--- src/rtl/l2_pmem_responder.sv ---
// L2 physical-memory responder: turns held line read/write requests into fixed-length beat bursts.
// Optional burst watchdog enabled by defining PMEM_TIMEOUT_EN.
module l2_pmem_responder #(
  parameter int LINE_BITS      = 128,
  parameter int BEAT_BITS      = 16,
  parameter int ADDR_BITS      = 16,
  parameter int TIMEOUT_CYCLES = 255
) (
  input  logic                 clk,
  input  logic                 rst_n,
  input  logic [ADDR_BITS-1:0] pmem_address,
  input  logic                 pmem_read,
  input  logic                 pmem_write,
  input  logic [LINE_BITS-1:0] pmem_wdata,
  output logic                 pmem_resp,
  output logic [LINE_BITS-1:0] pmem_rdata,
  output logic                 pmem_err,
  output logic                 dn_cmd_valid,
  input  logic                 dn_cmd_ready,
  output logic                 dn_we,
  output logic [ADDR_BITS-1:0] dn_addr,
  output logic [BEAT_BITS-1:0] dn_wdata,
  output logic                 dn_wvalid,
  input  logic                 dn_wready,
  input  logic [BEAT_BITS-1:0] dn_rdata,
  input  logic                 dn_rvalid
);

  localparam int NBEATS = LINE_BITS / BEAT_BITS;
  localparam int CNT_W  = $clog2(NBEATS);
  localparam int OFF_W  = $clog2(LINE_BITS / 8);
  localparam logic [CNT_W-1:0] LAST_BEAT = CNT_W'(NBEATS - 1);

  typedef enum logic [2:0] {S_IDLE, S_CMD, S_WBEAT, S_RBEAT, S_RESP} state_e;

  state_e                 state_q, state_d;
  logic [CNT_W-1:0]       cnt_q, cnt_d;
  logic [ADDR_BITS-1:0]   addr_q, addr_d;
  logic                   we_q, we_d;
  logic                   err_q, err_d;
  logic [LINE_BITS-1:0]   rline_q, rline_d;
  logic [LINE_BITS-1:0]   wline_q, wline_d;
  logic                   cmd_acc, wbeat_acc, rbeat_acc, tmo_hit;

  assign cmd_acc   = (state_q == S_CMD)   && dn_cmd_ready;
  assign wbeat_acc = (state_q == S_WBEAT) && dn_wready;
  assign rbeat_acc = (state_q == S_RBEAT) && dn_rvalid;

`ifdef PMEM_TIMEOUT_EN
  localparam int TMO_W = $clog2(TIMEOUT_CYCLES + 1);
  logic [TMO_W-1:0] tmo_q;
  logic             busy, progress;

  assign busy     = (state_q == S_CMD) || (state_q == S_WBEAT) || (state_q == S_RBEAT);
  assign progress = cmd_acc || wbeat_acc || rbeat_acc;
  assign tmo_hit  = busy && (tmo_q == TMO_W'(TIMEOUT_CYCLES));

  // Counter sits at zero outside a burst, so entry to CMD always starts from zero.
  always_ff @(posedge clk or negedge rst_n) begin
    if (!rst_n)                 tmo_q <= '0;
    else if (busy && !progress) tmo_q <= tmo_q + 1'b1;
    else                        tmo_q <= '0;
  end
`else
  assign tmo_hit = 1'b0;
`endif

  always_comb begin
    state_d = state_q;
    cnt_d   = cnt_q;
    addr_d  = addr_q;
    we_d    = we_q;
    err_d   = err_q;
    rline_d = rline_q;
    wline_d = wline_q;
    case (state_q)
      S_IDLE: begin
        // Write wins when both requests are high.
        if (pmem_write) begin
          addr_d  = pmem_address;
          wline_d = pmem_wdata;
          we_d    = 1'b1;
          err_d   = 1'b0;
          state_d = S_CMD;
        end else if (pmem_read) begin
          addr_d  = pmem_address;
          we_d    = 1'b0;
          err_d   = 1'b0;
          state_d = S_CMD;
`ifdef PMEM_TIMEOUT_EN
          rline_d = '0;
`endif
        end
      end
      S_CMD: begin
        if (cmd_acc) begin
          cnt_d   = '0;
          state_d = we_q ? S_WBEAT : S_RBEAT;
        end else if (tmo_hit) begin
          err_d   = 1'b1;
          state_d = S_RESP;
        end
      end
      S_WBEAT: begin
        if (wbeat_acc) begin
          cnt_d = cnt_q + 1'b1;
          if (cnt_q == LAST_BEAT) state_d = S_RESP;
        end else if (tmo_hit) begin
          cnt_d   = '0;
          err_d   = 1'b1;
          state_d = S_RESP;
        end
      end
      S_RBEAT: begin
        if (rbeat_acc) begin
          rline_d[cnt_q*BEAT_BITS +: BEAT_BITS] = dn_rdata;
          cnt_d = cnt_q + 1'b1;
          if (cnt_q == LAST_BEAT) state_d = S_RESP;
        end else if (tmo_hit) begin
          cnt_d   = '0;
          err_d   = 1'b1;
          state_d = S_RESP;
        end
      end
      S_RESP:  state_d = S_IDLE;
      default: state_d = S_IDLE;
    endcase
  end

  always_ff @(posedge clk or negedge rst_n) begin
    if (!rst_n) begin
      state_q <= S_IDLE;
      cnt_q   <= '0;
      addr_q  <= '0;
      we_q    <= 1'b0;
      err_q   <= 1'b0;
      rline_q <= '0;
    end else begin
      state_q <= state_d;
      cnt_q   <= cnt_d;
      addr_q  <= addr_d;
      we_q    <= we_d;
      err_q   <= err_d;
      rline_q <= rline_d;
    end
  end

  // Write line is only visible through dn_wdata, which is gated in WBEAT.
  always_ff @(posedge clk) begin
    wline_q <= wline_d;
  end

  assign pmem_resp    = (state_q == S_RESP);
  assign pmem_rdata   = rline_q;
  assign pmem_err     = err_q;
  assign dn_cmd_valid = (state_q == S_CMD);
  assign dn_we        = we_q;
  assign dn_addr      = {addr_q[ADDR_BITS-1:OFF_W], {OFF_W{1'b0}}};
  assign dn_wvalid    = (state_q == S_WBEAT);
  assign dn_wdata     = dn_wvalid ? wline_q[cnt_q*BEAT_BITS +: BEAT_BITS] : '0;

endmodule

--- config.mk ---
export PLATFORM = sky130hd
export DESIGN_NAME = l2_pmem_responder
export DESIGN_NICKNAME = d
export VERILOG_FILES = /design/src/rtl/l2_pmem_responder.sv
export SDC_FILE = /design/constraint.sdc
export NUM_CORES = 1
export LEC_CHECK = 0
export ABC_CLOCK_PERIOD_IN_PS = 7000
export CORE_ASPECT_RATIO = 0.6
export CORE_MARGIN = 5
export CORE_UTILIZATION = 30
export DETAILED_ROUTE_END_ITERATION = 7
export PLACE_DENSITY_LB_ADDON = 0.12
export SYNTH_ARGS = -nofsm -noshare
export SYNTH_HDL_FRONTEND = slang
export SYNTH_SLANG_ARGS = --single-unit
--- constraint.sdc ---
create_clock -name clk -period 7 [get_ports clk]
set_input_delay 1.05 -clock clk [delete_from_list [all_inputs] [get_ports clk]]
set_output_delay 1.05 -clock clk [all_outputs]
set_load 0.005 [all_outputs]
Word level (Yosys, flattened, before mapping):

Cells that the tools add are included.
Widths: inputs -> output; s select.

* output and inout bits: 165
* word-level logic and storage cells: 51
* register bits after elaboration: 280

* reductions and logical operators: 11
* equality and inequality tests: 9
* add/sub/neg operators: 2
* mux-type cells: 19
* shift operators: 3

Operator list (number)
* $bwmux 128: 1
* $shift 16x34->128 const A: 1
* $shiftx 128x8->16: 1
* $shiftx 16x34->128: 1
* $mux 16: 3
* $neg 7->34: 1
* $mux 3: 9
* $pmux 3 s4: 1
* $pmux 3 s3: 1
* $reduce_and 4->1: 2
* $eq 3x2->1 const B: 2
* $eq 3x3->1 const B: 2
* $reduce_and 2->1: 3
* $mux 1: 4
* $ne 2x1->1 const B: 2
* $add 3x1->3 const B: 1
* $eq 3x1->1 const B: 1
* $logic_and 1x1->1: 3
* $logic_not 3->1: 1
* $ne 3x3->1 const B: 1
* $reduce_bool 3->1: 1
* $ne 2x2->1 const B: 1
* $reduce_bool 2->1: 1

Depth between registers and ports, before layout:

* word-level depth: 4
* mapped depth: 11

Worst setup path after synthesis:

No wires, ideal clock.

* path type: input to register
* start point: in pmem_write
* end point: reg wline_q[0] (enable)
* data required time: 6.497 ns
* library setup time: 0.503 ns
* stages on the path: 1
* path buffers: 0
* path slack: 2.502 ns
* data arrival time: 3.994 ns
* cell sequence: and2_1

* longest elaborated chain between the ends: 1

Ends and longest elaborated chain
* start: declaration: RTL line 13 `input logic pmem_write,`
* $reduce_and 2->1 (no line)
* end signal: assignment: RTL line 150 `wline_q <= wline_d;`
* end: declaration: RTL line 42 `logic [LINE_BITS-1:0] wline_q, wline_d;`

No other way between the ends.
A chain may end at the register's enable or synchronous reset.

Final worst setup path:

* start point: reg state_q[1]
* end point: out dn_wdata[1]

* longest elaborated chain between the ends: 2

Ends and longest elaborated chain
* start: declaration: RTL line 36 `state_e state_q, state_d;`
* start signal: assignment: RTL line 139 `state_q <= state_d;`
* $eq 3x2->1: RTL line 159 `assign dn_wvalid = (state_q == S_WBEAT);`
* $mux 16: RTL line 160 `assign dn_wdata = dn_wvalid ? wline_q[cnt_q*BEAT_BITS +: BEAT_BITS] : '0;`
* end: declaration: RTL line 22 `output logic [BEAT_BITS-1:0] dn_wdata,`

No other way between the ends.

==> results_dict.tcl <==
set metrics [dict create \
    hold_class "reg2reg" \
    drv_slew 0 \
    arrival_ps 3060 \
    stdcell_count 1473 \
    synth_cell_types 36 \
    die-area_mm2 0.0402 \
    initial_utilization_pct 30.1 \
    ys_async_sr_fraction_pct 53.5 \
    ios 332 \
    rsz0062_at_grt "no" \
    dr.pass1.iters 4 \
    max_cap_viol_count 0 \
    outcome "complete, no violations" \
    grt_usage_pct 14.9 \
    synth_compound_area_share_pct 1.94 \
    grt_overflow 0 \
    worstPathMaxFanout 16 \
    clock_skew_ps 14.5 \
    grt_pass1_wl_um 45700 \
    drt_iter0_drc 290 \
    grt_start_max_net_pins 103 \
    routedWlPerCell_um 21.1 \
    period_share_pct 58.8 \
    cts_resized 0 \
    fp-row-count 54 \
    chipHeight_um 157 \
    final_nets 1147 \
    vias 6572 \
    power_density_mw_per_mm2 383 \
    postSynthAreaPerCell_um2 16.8 \
    endpoint_kind "output pin" \
    required_ps 5950 \
    vdd_ir_drop_max_uv 167 \
    fmaxAchievable_mhz 243 \
    wl_met2_um 14700 \
    clk-insertion-delay-late_ps 550 \
    synth_edf_count 128 \
    p_leak_nw 6.20 \
    dp_hpwl_um 22200 \
    die_w_um 256 \
    core-area_mm2 0.0360 \
    synth_mux_area_share_pct 20.4 \
    synth_cells 645 \
    clockBufferDepth 3 \
    cts_buffers 29 \
    layout-drive-gt1-share_pct 22.2 \
    timing.final.ws_setup_ps 2890 \
    yosysMostFrequentCell "dfrtp_1" \
    synth_common_cells "dfrtp_1, edfxtp_1, mux2_2" \
    drt-total-wl_um 31100 \
    fillers 3281 \
    port_buffers 322 \
    clock_sinks 275 \
    ys.flop_type "dfrtp_1" \
    ctsRootBufferMaster "clkbuf_16" \
    post-place-ws_ps 3240 \
    critPathKind "reg2out" \
    area_growth_pct 42.9 \
    setup_viol 0 \
    synth_top_family_by_area "multiplexers" \
    hold_buffers 0 \
    hold_viol_final 0 \
    drtAntennaViolNets 0 \
    yosys_warnings 0 \
    crit_path_start_kind "flop" \
    yosysTopAreaCellShare_pct 35.4 \
    path_clk_slew_ps 60 \
    place_congestion 0.763 \
    htreeDepth 1 \
    relSlewSlack_pct 25.9 \
    met3_length_um 1590 \
    synthTopCellsByArea "edfxtp_1, dfrtp_1, mux2_2" \
    cts_tree "done" \
    grt_pass1_vias 7002 \
    antenna_found_initial 4 \
    synth_area_mm2 0.0109 \
    finalPower_mw 5.94 \
    drc 0 \
    postCtsSetupBuffers 0 \
    tightest_slew_ps 1110 \
    drt-met1-wl_um 13900 \
    synthXorXnorAreaFrac_pct 0 \
    top_layer_used "met5" \
    yosys.area.top_type "edfxtp_1" \
    dp.cells 1420 \
    synth_fa_ha_area_share_pct 0.576 \
    viasPerCell 4.46 \
    synth_seq_area_share_pct 69.3 \
    fin_crit_ps 4110 \
    synth-seq-cells 275 \
    synth-simple-area-share_pct 4.18 \
    fin_tns_setup_ps 0 \
]
## cell families (layout without fill, tap and decap cells)
family,count (synthesis),in the layout
AO/OA/AOI/OAI,36,36
adder cells (fa/ha/maj),5,5
buffers and inverters,85,431
flip-flops,275,275
multiplexers,166,166
other,1,7
AND/OR/NAND/NOR,77,77
## registers in the layout, summed over array words and instances, names as in the netlist
register,cells
cnt_q,3
addr_q,12
wline_q,128
pmem_rdata,128
state_q,3
dn_we,1
## through the flow
| step | hold WS, ps | cell area [µm²] | util (%) |
|---|---|---|---|
| finish | 504 | 15500 | 43.1 |
| global route | 521 | 15500 | 43.1 |
| CTS | 507 | 15500 | 43.1 |
| detailed placement | 492 | 14600 | 40.5 |
| global placement | 489 | 14600 | 40.5 |
| floorplan | 500 | 10900 | - |
## path summary, 6_finish.rpt
check,depth (start not counted),end,slack [ps],from
worst max-delay path,5,dn_wdata[1],2890,state_q[1]
worst min-delay path,1,pmem_rdata[0],500,pmem_rdata[0]
worst max register to register,6,pmem_rdata[87],3410,cnt_q[1]
worst min register to register,1,pmem_rdata[0],500,pmem_rdata[0]
max in group asynchronous,2,cnt_q[0],5060,rst_n
min in group asynchronous,1,pmem_rdata[60],600,rst_n
## power by group
part	leakage [nW]	switching (mW)	internal, mW
logic	2.67	0.842	1.21
clock network	0.462	0.633	0.885
registers	3.07	0.254	2.11
## final cells by class
cell class | instances | area (µm²) | share of cell area (%)
Antenna cell | 2 | 5.00 | 0.0323
Clock inverter | 11 | 116 | 0.750
Tap cell | 476 | 596 | 3.84
Multi-Input combinational cell | 289 | 2990 | 19.3
Inverter | 52 | 195 | 1.26
Timing Repair Buffer | 328 | 3270 | 21.1
Sequential cell | 275 | 7520 | 48.5
Clock buffer | 40 | 815 | 5.25
## metal layers
layer / up-vias / global-route usage [%]
li1: 3012 / -
met1: 3347 / 20.4
met2: 164 / 23.7
met4: 4 / 4.36
met3: 45 / 3.96
met5: - / 0
## cell usage in the layout, fill, tap and decap left out, types with 6 or more instances in the layout
| cell | synthesis | layout |
|---|---|---|
| clkdlybuf4s50_1 | 0 | 321 |
| dfrtp_1 | 147 | 145 |
| edfxtp_1 | 128 | 128 |
| mux2_2 | 126 | 126 |
| inv_1 | 52 | 52 |
| mux4_2 | 32 | 32 |
| clkbuf_16 | 0 | 29 |
| and2_1 | 26 | 25 |
| o22ai_1 | 16 | 16 |
| nand2_1 | 13 | 13 |
| o21ai_0 | 12 | 12 |
| nand3_1 | 11 | 11 |
| nor2_1 | 9 | 9 |
| mux2i_1 | 8 | 8 |
| buf_4 | 8 | 6 |
## critical path: stages, from the launching register on
cell	delay, ps
dfrtp_1	630
nand2b_1	130
nor2_1	180
nand2_1	540
o22ai_1	410
clkdlybuf4s50_1	620
Power figures use the tool's default switching activity.
